File: config.mk
export PLATFORM = sky130hd
export DESIGN_NAME = alu_pipe_flat
export DESIGN_NICKNAME = d
export VERILOG_FILES = /design/src/rtl/alu_pkg.sv /design/src/rtl/alu_pipe_if.sv /design/src/rtl/alu_mul_seq.sv /design/src/rtl/alu_pipe.sv /design/src/flat_wrapper.sv
export SDC_FILE = /design/constraint.sdc
export NUM_CORES = 1
export LEC_CHECK = 0
export ABC_AREA = 1
export BUFFER_PORTS_ARGS = -buffer_cell sky130_fd_sc_hd__buf_2
export CAP_MARGIN = 25
export CORE_MARGIN = 2
export CORE_UTILIZATION = 57
export CTS_CLUSTER_SIZE = 10
export DETAILED_ROUTE_END_ITERATION = 12
export PLACE_DENSITY = 0.86
export SLEW_MARGIN = 0
export SYNTH_ARGS = -nofsm -noshare
export SYNTH_HDL_FRONTEND = slang
export SYNTH_SLANG_ARGS = --single-unit
File: constraint.sdc
create_clock -name clk -period 3.2 [get_ports clk]
set_input_delay 0.32 -clock clk [delete_from_list [all_inputs] [get_ports clk]]
set_output_delay 0.32 -clock clk [all_outputs]
set_load 0.005 [all_outputs]
File: src/rtl/alu_pkg.sv
// Shared definitions for the pipelined ALU: opcodes, flag bit positions and
// the control FSM encoding. The optional sequential multiplier is enabled by
// defining the macro ALU_MUL_EN; without it the FSM has only the IDLE state.
package alu_pkg;

    localparam int OP_W = 4;

    localparam logic [OP_W-1:0] OP_ADD = 4'd0;
    localparam logic [OP_W-1:0] OP_SUB = 4'd1;
    localparam logic [OP_W-1:0] OP_AND = 4'd2;
    localparam logic [OP_W-1:0] OP_OR  = 4'd3;
    localparam logic [OP_W-1:0] OP_XOR = 4'd4;
    localparam logic [OP_W-1:0] OP_SLL = 4'd5;
    localparam logic [OP_W-1:0] OP_SRL = 4'd6;
    localparam logic [OP_W-1:0] OP_SLT = 4'd7;
    localparam logic [OP_W-1:0] OP_MUL = 4'd8;

    // Positions inside the 4-bit {Z,N,C,V} flag vector.
    localparam int FLAG_Z = 3;
    localparam int FLAG_N = 2;
    localparam int FLAG_C = 1;
    localparam int FLAG_V = 0;

`ifdef ALU_MUL_EN
    typedef enum logic {
        ST_IDLE = 1'b0,
        ST_BUSY = 1'b1
    } state_e;
`else
    typedef enum logic {
        ST_IDLE = 1'b0
    } state_e;
`endif

endpackage

File: src/rtl/alu_pipe_if.sv
// Operand-side and result-side valid/ready handshake of the pipelined ALU.
// master = producer of operands / consumer of results, slave = the ALU.
interface alu_pipe_if #(
    parameter int WIDTH = 4,
    parameter int TAG_W = 2
) ();

    logic             in_valid;
    logic             in_ready;
    logic [WIDTH-1:0] in_a;
    logic [WIDTH-1:0] in_b;
    logic [3:0]       in_op;
    logic [TAG_W-1:0] in_tag;

    logic             out_valid;
    logic             out_ready;
    logic [WIDTH-1:0] out_result;
    logic [3:0]       out_flags;
    logic             out_err;
    logic [TAG_W-1:0] out_tag;

    modport master (
        output in_valid, in_a, in_b, in_op, in_tag, out_ready,
        input  in_ready, out_valid, out_result, out_flags, out_err, out_tag
    );

    modport slave (
        input  in_valid, in_a, in_b, in_op, in_tag, out_ready,
        output in_ready, out_valid, out_result, out_flags, out_err, out_tag
    );

endinterface

File: src/rtl/alu_mul_seq.sv
// Shift-add unsigned multiplier, one multiplier bit per cycle. Bit 0 is
// consumed on the start edge, the remaining WIDTH-1 bits on the following
// edges; done is then high for one cycle with the full product on 'product'.
module alu_mul_seq #(
    parameter int WIDTH = 4
) (
    input  logic                 clk,
    input  logic                 rst,
    input  logic                 start,
    input  logic [WIDTH-1:0]     a,
    input  logic [WIDTH-1:0]     b,
    output logic                 done,
    output logic [2*WIDTH-1:0]   product
);

    localparam int CNT_W = $clog2(WIDTH + 1);

    logic                busy_q,   busy_d;
    logic [CNT_W-1:0]    cnt_q,    cnt_d;
    logic [2*WIDTH-1:0]  acc_q,    acc_d;
    logic [2*WIDTH-1:0]  mcand_q,  mcand_d;
    logic [WIDTH-1:0]    mplier_q, mplier_d;

    // Next-state: load operands on start, then add/shift until the count runs out.
    always_comb begin
        // NOTE: every _d gets its hold value first, so no path leaves it unassigned and no latch is inferred.
        busy_d   = busy_q;
        cnt_d    = cnt_q;
        acc_d    = acc_q;
        mcand_d  = mcand_q;
        mplier_d = mplier_q;
        if (start) begin
            busy_d   = 1'b1;
            acc_d    = b[0] ? {{WIDTH{1'b0}}, a} : '0;
            mcand_d  = {{(WIDTH-1){1'b0}}, a, 1'b0};
            mplier_d = b >> 1;
            cnt_d    = CNT_W'(WIDTH - 1);
        end else if (busy_q) begin
            if (cnt_q == '0) begin
                busy_d = 1'b0;
            end else begin
                if (mplier_q[0]) begin
                    acc_d = acc_q + mcand_q;
                end
                mcand_d  = mcand_q << 1;
                mplier_d = mplier_q >> 1;
                cnt_d    = cnt_q - 1'b1;
            end
        end
    end

    // State registers, synchronously cleared so a reset aborts any product in flight.
    always_ff @(posedge clk) begin
        // NOTE: non-blocking assignments so every flop samples its pre-edge _d value.
        if (rst) begin
            busy_q   <= 1'b0;
            cnt_q    <= '0;
            acc_q    <= '0;
            mcand_q  <= '0;
            mplier_q <= '0;
        end else begin
            busy_q   <= busy_d;
            cnt_q    <= cnt_d;
            acc_q    <= acc_d;
            mcand_q  <= mcand_d;
            mplier_q <= mplier_d;
        end
    end

    assign done    = busy_q && (cnt_q == '0);
    assign product = acc_q;

endmodule

File: src/rtl/alu_pipe.sv
// Registered ALU with valid/ready on both sides. Single-cycle ops load the
// result register on the accept edge. With ALU_MUL_EN defined, opcode 8 runs
// through alu_mul_seq while the FSM sits in BUSY; otherwise opcode 8 is illegal.
module alu_pipe
    import alu_pkg::*;
#(
    parameter int WIDTH = 4,
    parameter int TAG_W = 2
) (
    input  logic     clk,
    input  logic     rst,
    alu_pipe_if.slave bus
);

    localparam int SH_W = $clog2(WIDTH);

    state_e             state_q,     state_d;
    logic               out_valid_q, out_valid_d;
    logic [WIDTH-1:0]   result_q,    result_d;
    logic [3:0]         flags_q,     flags_d;
    logic               err_q,       err_d;
    logic [TAG_W-1:0]   tag_q,       tag_d;

    logic               in_ready;
    logic               accept;
    logic               start_mul;

    logic [WIDTH:0]     sum;
    logic [WIDTH-1:0]   diff;
    logic [SH_W-1:0]    shamt;
    logic [WIDTH-1:0]   calc_result;
    logic [3:0]         calc_flags;
    logic               calc_err;
    logic               calc_c;
    logic               calc_v;

    // Only accept when idle and the result register is empty or draining now.
    assign in_ready = (state_q == ST_IDLE) && (!out_valid_q || bus.out_ready);
    assign accept   = bus.in_valid && in_ready;

`ifdef ALU_MUL_EN
    logic [TAG_W-1:0]   pend_tag_q, pend_tag_d;
    logic               mul_done;
    logic [2*WIDTH-1:0] mul_product;

    assign start_mul = accept && (bus.in_op == OP_MUL);

    alu_mul_seq #(.WIDTH(WIDTH)) u_mul (
        .clk     (clk),
        .rst     (rst),
        .start   (start_mul),
        .a       (bus.in_a),
        .b       (bus.in_b),
        .done    (mul_done),
        .product (mul_product)
    );
`else
    assign start_mul = 1'b0;
`endif

    // Single-cycle datapath: op mux plus Z/N/C/V; illegal opcodes give result 0, err 1.
    always_comb begin
        sum         = {1'b0, bus.in_a} + {1'b0, bus.in_b};
        diff        = bus.in_a - bus.in_b;
        shamt       = bus.in_b[SH_W-1:0];
        calc_result = '0;
        calc_c      = 1'b0;
        calc_v      = 1'b0;
        calc_err    = 1'b0;
        case (bus.in_op)
            OP_ADD: begin
                calc_result = sum[WIDTH-1:0];
                calc_c      = sum[WIDTH];
                calc_v      = (bus.in_a[WIDTH-1] == bus.in_b[WIDTH-1]) &&
                              (sum[WIDTH-1] != bus.in_a[WIDTH-1]);
            end
            OP_SUB: begin
                calc_result = diff;
                calc_c      = bus.in_a < bus.in_b;
                calc_v      = (bus.in_a[WIDTH-1] != bus.in_b[WIDTH-1]) &&
                              (diff[WIDTH-1] != bus.in_a[WIDTH-1]);
            end
            OP_AND:  calc_result = bus.in_a & bus.in_b;
            OP_OR:   calc_result = bus.in_a | bus.in_b;
            OP_XOR:  calc_result = bus.in_a ^ bus.in_b;
            OP_SLL:  calc_result = bus.in_a << shamt;
            OP_SRL:  calc_result = bus.in_a >> shamt;
            OP_SLT:  calc_result = {{(WIDTH-1){1'b0}}, ($signed(bus.in_a) < $signed(bus.in_b))};
`ifdef ALU_MUL_EN
            OP_MUL:  calc_result = '0;
`endif
            default: calc_err = 1'b1;
        endcase
        calc_flags         = '0;
        calc_flags[FLAG_Z] = (calc_result == '0);
        calc_flags[FLAG_N] = calc_result[WIDTH-1];
        calc_flags[FLAG_C] = calc_c;
        calc_flags[FLAG_V] = calc_v;
    end

    // Control and result-register next state: drain, accept, multiplier completion.
    always_comb begin
        state_d     = state_q;
        out_valid_d = out_valid_q;
        result_d    = result_q;
        flags_d     = flags_q;
        err_d       = err_q;
        tag_d       = tag_q;
`ifdef ALU_MUL_EN
        pend_tag_d  = pend_tag_q;
`endif
        if (out_valid_q && bus.out_ready) begin
            out_valid_d = 1'b0;
        end
        if (accept) begin
            if (start_mul) begin
`ifdef ALU_MUL_EN
                state_d    = ST_BUSY;
                pend_tag_d = bus.in_tag;
`endif
            end else begin
                out_valid_d = 1'b1;
                result_d    = calc_result;
                flags_d     = calc_flags;
                err_d       = calc_err;
                tag_d       = bus.in_tag;
            end
        end
`ifdef ALU_MUL_EN
        if ((state_q == ST_BUSY) && mul_done) begin
            state_d         = ST_IDLE;
            out_valid_d     = 1'b1;
            result_d        = mul_product[WIDTH-1:0];
            flags_d         = '0;
            flags_d[FLAG_Z] = (mul_product[WIDTH-1:0] == '0);
            flags_d[FLAG_N] = mul_product[WIDTH-1];
            flags_d[FLAG_C] = |mul_product[2*WIDTH-1:WIDTH];
            err_d           = 1'b0;
            tag_d           = pend_tag_q;
        end
`endif
    end

    // Control and output registers with synchronous reset.
    always_ff @(posedge clk) begin
        if (rst) begin
            state_q     <= ST_IDLE;
            out_valid_q <= 1'b0;
            result_q    <= '0;
            flags_q     <= '0;
            err_q       <= 1'b0;
            tag_q       <= '0;
`ifdef ALU_MUL_EN
            pend_tag_q  <= '0;
`endif
        end else begin
            state_q     <= state_d;
            out_valid_q <= out_valid_d;
            result_q    <= result_d;
            flags_q     <= flags_d;
            err_q       <= err_d;
            tag_q       <= tag_d;
`ifdef ALU_MUL_EN
            pend_tag_q  <= pend_tag_d;
`endif
        end
    end

    assign bus.in_ready   = in_ready;
    assign bus.out_valid  = out_valid_q;
    assign bus.out_result = result_q;
    assign bus.out_flags  = flags_q;
    assign bus.out_err    = err_q;
    assign bus.out_tag    = tag_q;

endmodule

File: src/flat_wrapper.sv
// flat-port wrapper written by rule: the top's interface ports become plain ports
module alu_pipe_flat import alu_pkg::*;
#(
    parameter int WIDTH = 4,
    parameter int TAG_W = 2
)
  (clk, rst, bus_in_valid, bus_in_a, bus_in_b, bus_in_op, bus_in_tag, bus_out_ready, bus_in_ready, bus_out_valid, bus_out_result, bus_out_flags, bus_out_err, bus_out_tag);
  alu_pipe_if #(.WIDTH(WIDTH), .TAG_W(TAG_W)) bus_i ();
  input  logic clk;
  input  logic rst;
  input wire logic [$bits(bus_i.in_valid)-1:0] bus_in_valid;
  input wire logic [$bits(bus_i.in_a)-1:0] bus_in_a;
  input wire logic [$bits(bus_i.in_b)-1:0] bus_in_b;
  input wire logic [$bits(bus_i.in_op)-1:0] bus_in_op;
  input wire logic [$bits(bus_i.in_tag)-1:0] bus_in_tag;
  input wire logic [$bits(bus_i.out_ready)-1:0] bus_out_ready;
  output wire logic [$bits(bus_i.in_ready)-1:0] bus_in_ready;
  output wire logic [$bits(bus_i.out_valid)-1:0] bus_out_valid;
  output wire logic [$bits(bus_i.out_result)-1:0] bus_out_result;
  output wire logic [$bits(bus_i.out_flags)-1:0] bus_out_flags;
  output wire logic [$bits(bus_i.out_err)-1:0] bus_out_err;
  output wire logic [$bits(bus_i.out_tag)-1:0] bus_out_tag;
  assign bus_i.in_valid = bus_in_valid;
  assign bus_i.in_a = bus_in_a;
  assign bus_i.in_b = bus_in_b;
  assign bus_i.in_op = bus_in_op;
  assign bus_i.in_tag = bus_in_tag;
  assign bus_i.out_ready = bus_out_ready;
  assign bus_in_ready = bus_i.in_ready;
  assign bus_out_valid = bus_i.out_valid;
  assign bus_out_result = bus_i.out_result;
  assign bus_out_flags = bus_i.out_flags;
  assign bus_out_err = bus_i.out_err;
  assign bus_out_tag = bus_i.out_tag;
  alu_pipe #(.WIDTH(WIDTH), .TAG_W(TAG_W)) u_core (.clk(clk), .rst(rst), .bus(bus_i));
endmodule
==> out/qor.csv <==
stage,metric,value,unit
clocking,cts_tree,yes,
timing,tightest_slew,0.8745,ns
setup_path,slowest_stage,a21oi_1,
run,maxCapViolations,0,
clocking,ctsResizeCount,0,
yosys,ys_types,28,
power_and_ir_drop,peakVddDrop,297.2,µV
cells_and_area,drive_gt1_share,27.78,%
setup_path,setup.worst_path.end_class,flop,
cells_and_area,finalNetCount,268,
place,routabilityCongestion,0.9378,
route,drc,0,
timing,fin_setup_tns,0,ns
timing,worst_hold_slack,0.2628,ns
timing,fmax,0.5674,GHz
route,routed_wl,2.984,mm
route,drt_iter0_markers,38,
setup_path,path_class,reg2reg,
floorplan,start_util,58.59,%
cells_and_area,fin_area,1470,µm²
floorplan,fp.dieW,51.23,µm
grt,grt_pass1_vias,1210,
route,firstDrtPassIters,5,
timing,relSlewSlack,41.70,%
grt,grt_pass1_wl,5.078,mm
grt,grt_util_all_layers,24.97,%
setup_path,worstPathArrival,1.92,ns
place,port_buffers,30,
cells_and_area,diodes,0,
setup_path,critPathLaunchType,flop,
place,dp_slack,1.269,ns
setup_path,cp_cell_sequence,a21oi_1 > inv_1 > a21oi_1 > nand2_1 > o211ai_1 > inv_1,
run_status,outcome,"complete, no violations",
yosys,synth_top_area_share,17.32,%
yosys,synth_area_leaders,"dfxtp_1, ha_1, nand2_1, nand3_1, nor2_1",
timing,rsz0062_at_grt,no,
timing,hold_viol_final,0,
setup_path,r2r_slack,1.44,ns
route,via_count,1385,
clocking,clock-sinks,11,
power_and_ir_drop,powerDensity,276.9,nW/µm²
timing,finalMaxSlewViolations,0,
yosys,synthesis.nets,235,
grt,antenna_found_initial,0,
power_and_ir_drop,p_leak,0.8023,nW
clocking,clk_pin_slew,0.07,ns
floorplan,core-area,2170,µm²
yosys,ys_seq_area_share,17.32,%
cells_and_area,areaGrowthSynthToFinish,15.65,%
timing,skew,0.001561,ns
place,place_area,1444,µm²
route,routedWlPerCell,11.39,µm
clocking,cts_buffer_depth,2,
grt,grt_max_degree,15,
clocking,cts_hold_buf,0,
yosys,yosysTopAreaCell,dfxtp_1,
route,avgViaCountPerCell,5.286,
floorplan,rows,17,
min_path,hold_class,in2reg,
setup_path,critPathMaxFanout,14,
grt,grt-ovfl-total,0,
yosys,ys_warn_count,0,
clocking,root_buffer,clkbuf_4,
yosys,syn_inst,202,
timing,setup_slack,1.438,ns
timing,setup_viol,0,
yosys,syn_area,1271,µm²
clocking,clkLatencyLatePin,0.26,ns
floorplan,io_pins,31,
yosys,yosys_register_bits,11,
timing,period_needed,1.762,ns
clocking,cts_buffers,3,
floorplan,dieHeight,51.23,µm
floorplan,die_area,2624,µm²
setup_path,slowest_delay,0.70,ns
route,ant_nets,0,
timing,period_share,55.08,%
yosys,synth.avg_cell_area,6.293,µm²
cells_and_area,filler_cell_count,210,
clocking,cts_htree_levels,1,
place,hpwl,2.532,mm
setup_path,required,3.36,ns
clocking,postCtsSetupBuffers,0,
==> synthesized netlist by cell type <==
library cell	number
xor2_1	1
fa_1	2
nand3b_1	2
a21oi_1	4
nor2_2	10
a211oi_1	1
a21oi_4	1
nand2_1	40
nor3_1	1
nand2_2	7
dfxtp_1	11
xnor2_1	1
nand3_1	26
a21boi_1	1
nand4_1	2
ha_1	13
nand4_2	1
o211ai_1	2
buf_4	1
a31oi_1	1
inv_1	24
a21oi_2	1
nor2_1	27
nand3_2	3
buf_2	1
o21ai_0	9
or2_4	1
inv_2	8
==> report_power, final <==
part	leakage, nW	switching, mW	internal [mW]
Clock	0.0150	0.0445	0.0482
Combinational	0.696	0.0993	0.0617
Sequential	0.0911	0.00567	0.148
Total	0.802	0.149	0.258
==> final timing paths <==
kind | from | end | depth (start not counted)
max | u_core.bus.out_valid$_SDFFE_PP0P_ | u_core.bus.out_flags[1]$_SDFFE_PP0P_ | 6
min | rst | u_core.bus.out_flags[3]$_SDFFE_PP0P_ | 2
max reg2reg | u_core.bus.out_valid$_SDFFE_PP0P_ | u_core.bus.out_flags[1]$_SDFFE_PP0P_ | 6
min reg2reg | u_core.bus.out_flags[3]$_SDFFE_PP0P_ | u_core.bus.out_flags[3]$_SDFFE_PP0P_ | 2
==> state kept, by name, indices dropped and copies added, names as in the netlist <==
| register | count |
|---|---|
| u_core.bus.out_valid | 1 |
| u_core.bus.out_err | 1 |
| u_core.bus.out_tag | 2 |
| u_core.bus.out_result | 3 |
| u_core.bus.out_flags | 4 |
==> cell usage in the layout, fill, tap and decap left out <==
cell	Yosys	final
nand2_1	40	40
buf_2	1	30
nor2_1	27	27
nand3_1	26	26
inv_1	24	24
ha_1	13	13
dfxtp_1	11	11
nor2_2	10	10
o21ai_0	9	9
inv_2	8	8
nand2_2	7	7
a21oi_1	4	4
nand3_2	3	3
clkbuf_4	0	3
o211ai_1	2	2
nand4_1	2	2
nand3b_1	2	2
fa_1	2	2
or2_4	1	1
a21oi_4	1	1
xor2_1	1	1
a31oi_1	1	1
xnor2_1	1	1
nor3_1	1	1
nand4_2	1	1
a211oi_1	1	1
a21boi_1	1	1
a21oi_2	1	1
clkbuf_1	0	1
==> per-stage QoR <==
stage | std cells | power (mW) | util, %
global placement | 258 | 0.3128 | 66.55
detailed placement | 258 | 0.3164 | 66.55
floorplan | 202 | 0.2640 | -
finish | 262 | 0.4070 | 67.76
global route | 262 | 0.4397 | 67.76
CTS | 262 | 0.4087 | 67.76
==> cell families after synthesis <==
kind of cell,synth area share [%]
AND/OR/NAND/NOR,44.98
buffers and inverters,10.43
AO/OA/AOI/OAI,9.942
adder cells (fa/ha/maj),15.95
flip-flops,17.32
XOR/XNOR,1.378
==> cell type report <==
cell class                      instances  area, µm²  area share (%)
Tap cell                               28      35.03           2.383
Multi-Input combinational cell        157      918.4           62.47
Inverter                               32      120.1           8.170
Clock buffer                            4      26.28           1.787
Timing Repair Buffer                   30      150.1           10.21
Sequential cell                        11      220.2           14.98
==> worst max-delay path: cells and delay by family (launching register included) <==
| family | cells | cell delay (ns) |
|---|---|---|
| AOI/OAI and AO/OA | 3 | 0.95 |
| DFF | 1 | 0.32 |
| buffers and inverters | 2 | 0.31 |
| and+or+nand+nor | 1 | 0.07 |
==> routing by layer <==
layer  part of all wire [%]  wire length, µm  track usage, %  vias up
met2                     46             1382           41.77       48
li1                       -                -               -      705
met5                      0                0               0        -
met4                    1.9               58           7.018        0
met1                     46             1367           33.70      626
met3                    5.9              176           3.216        6
(Power assumes the default switching activity.)
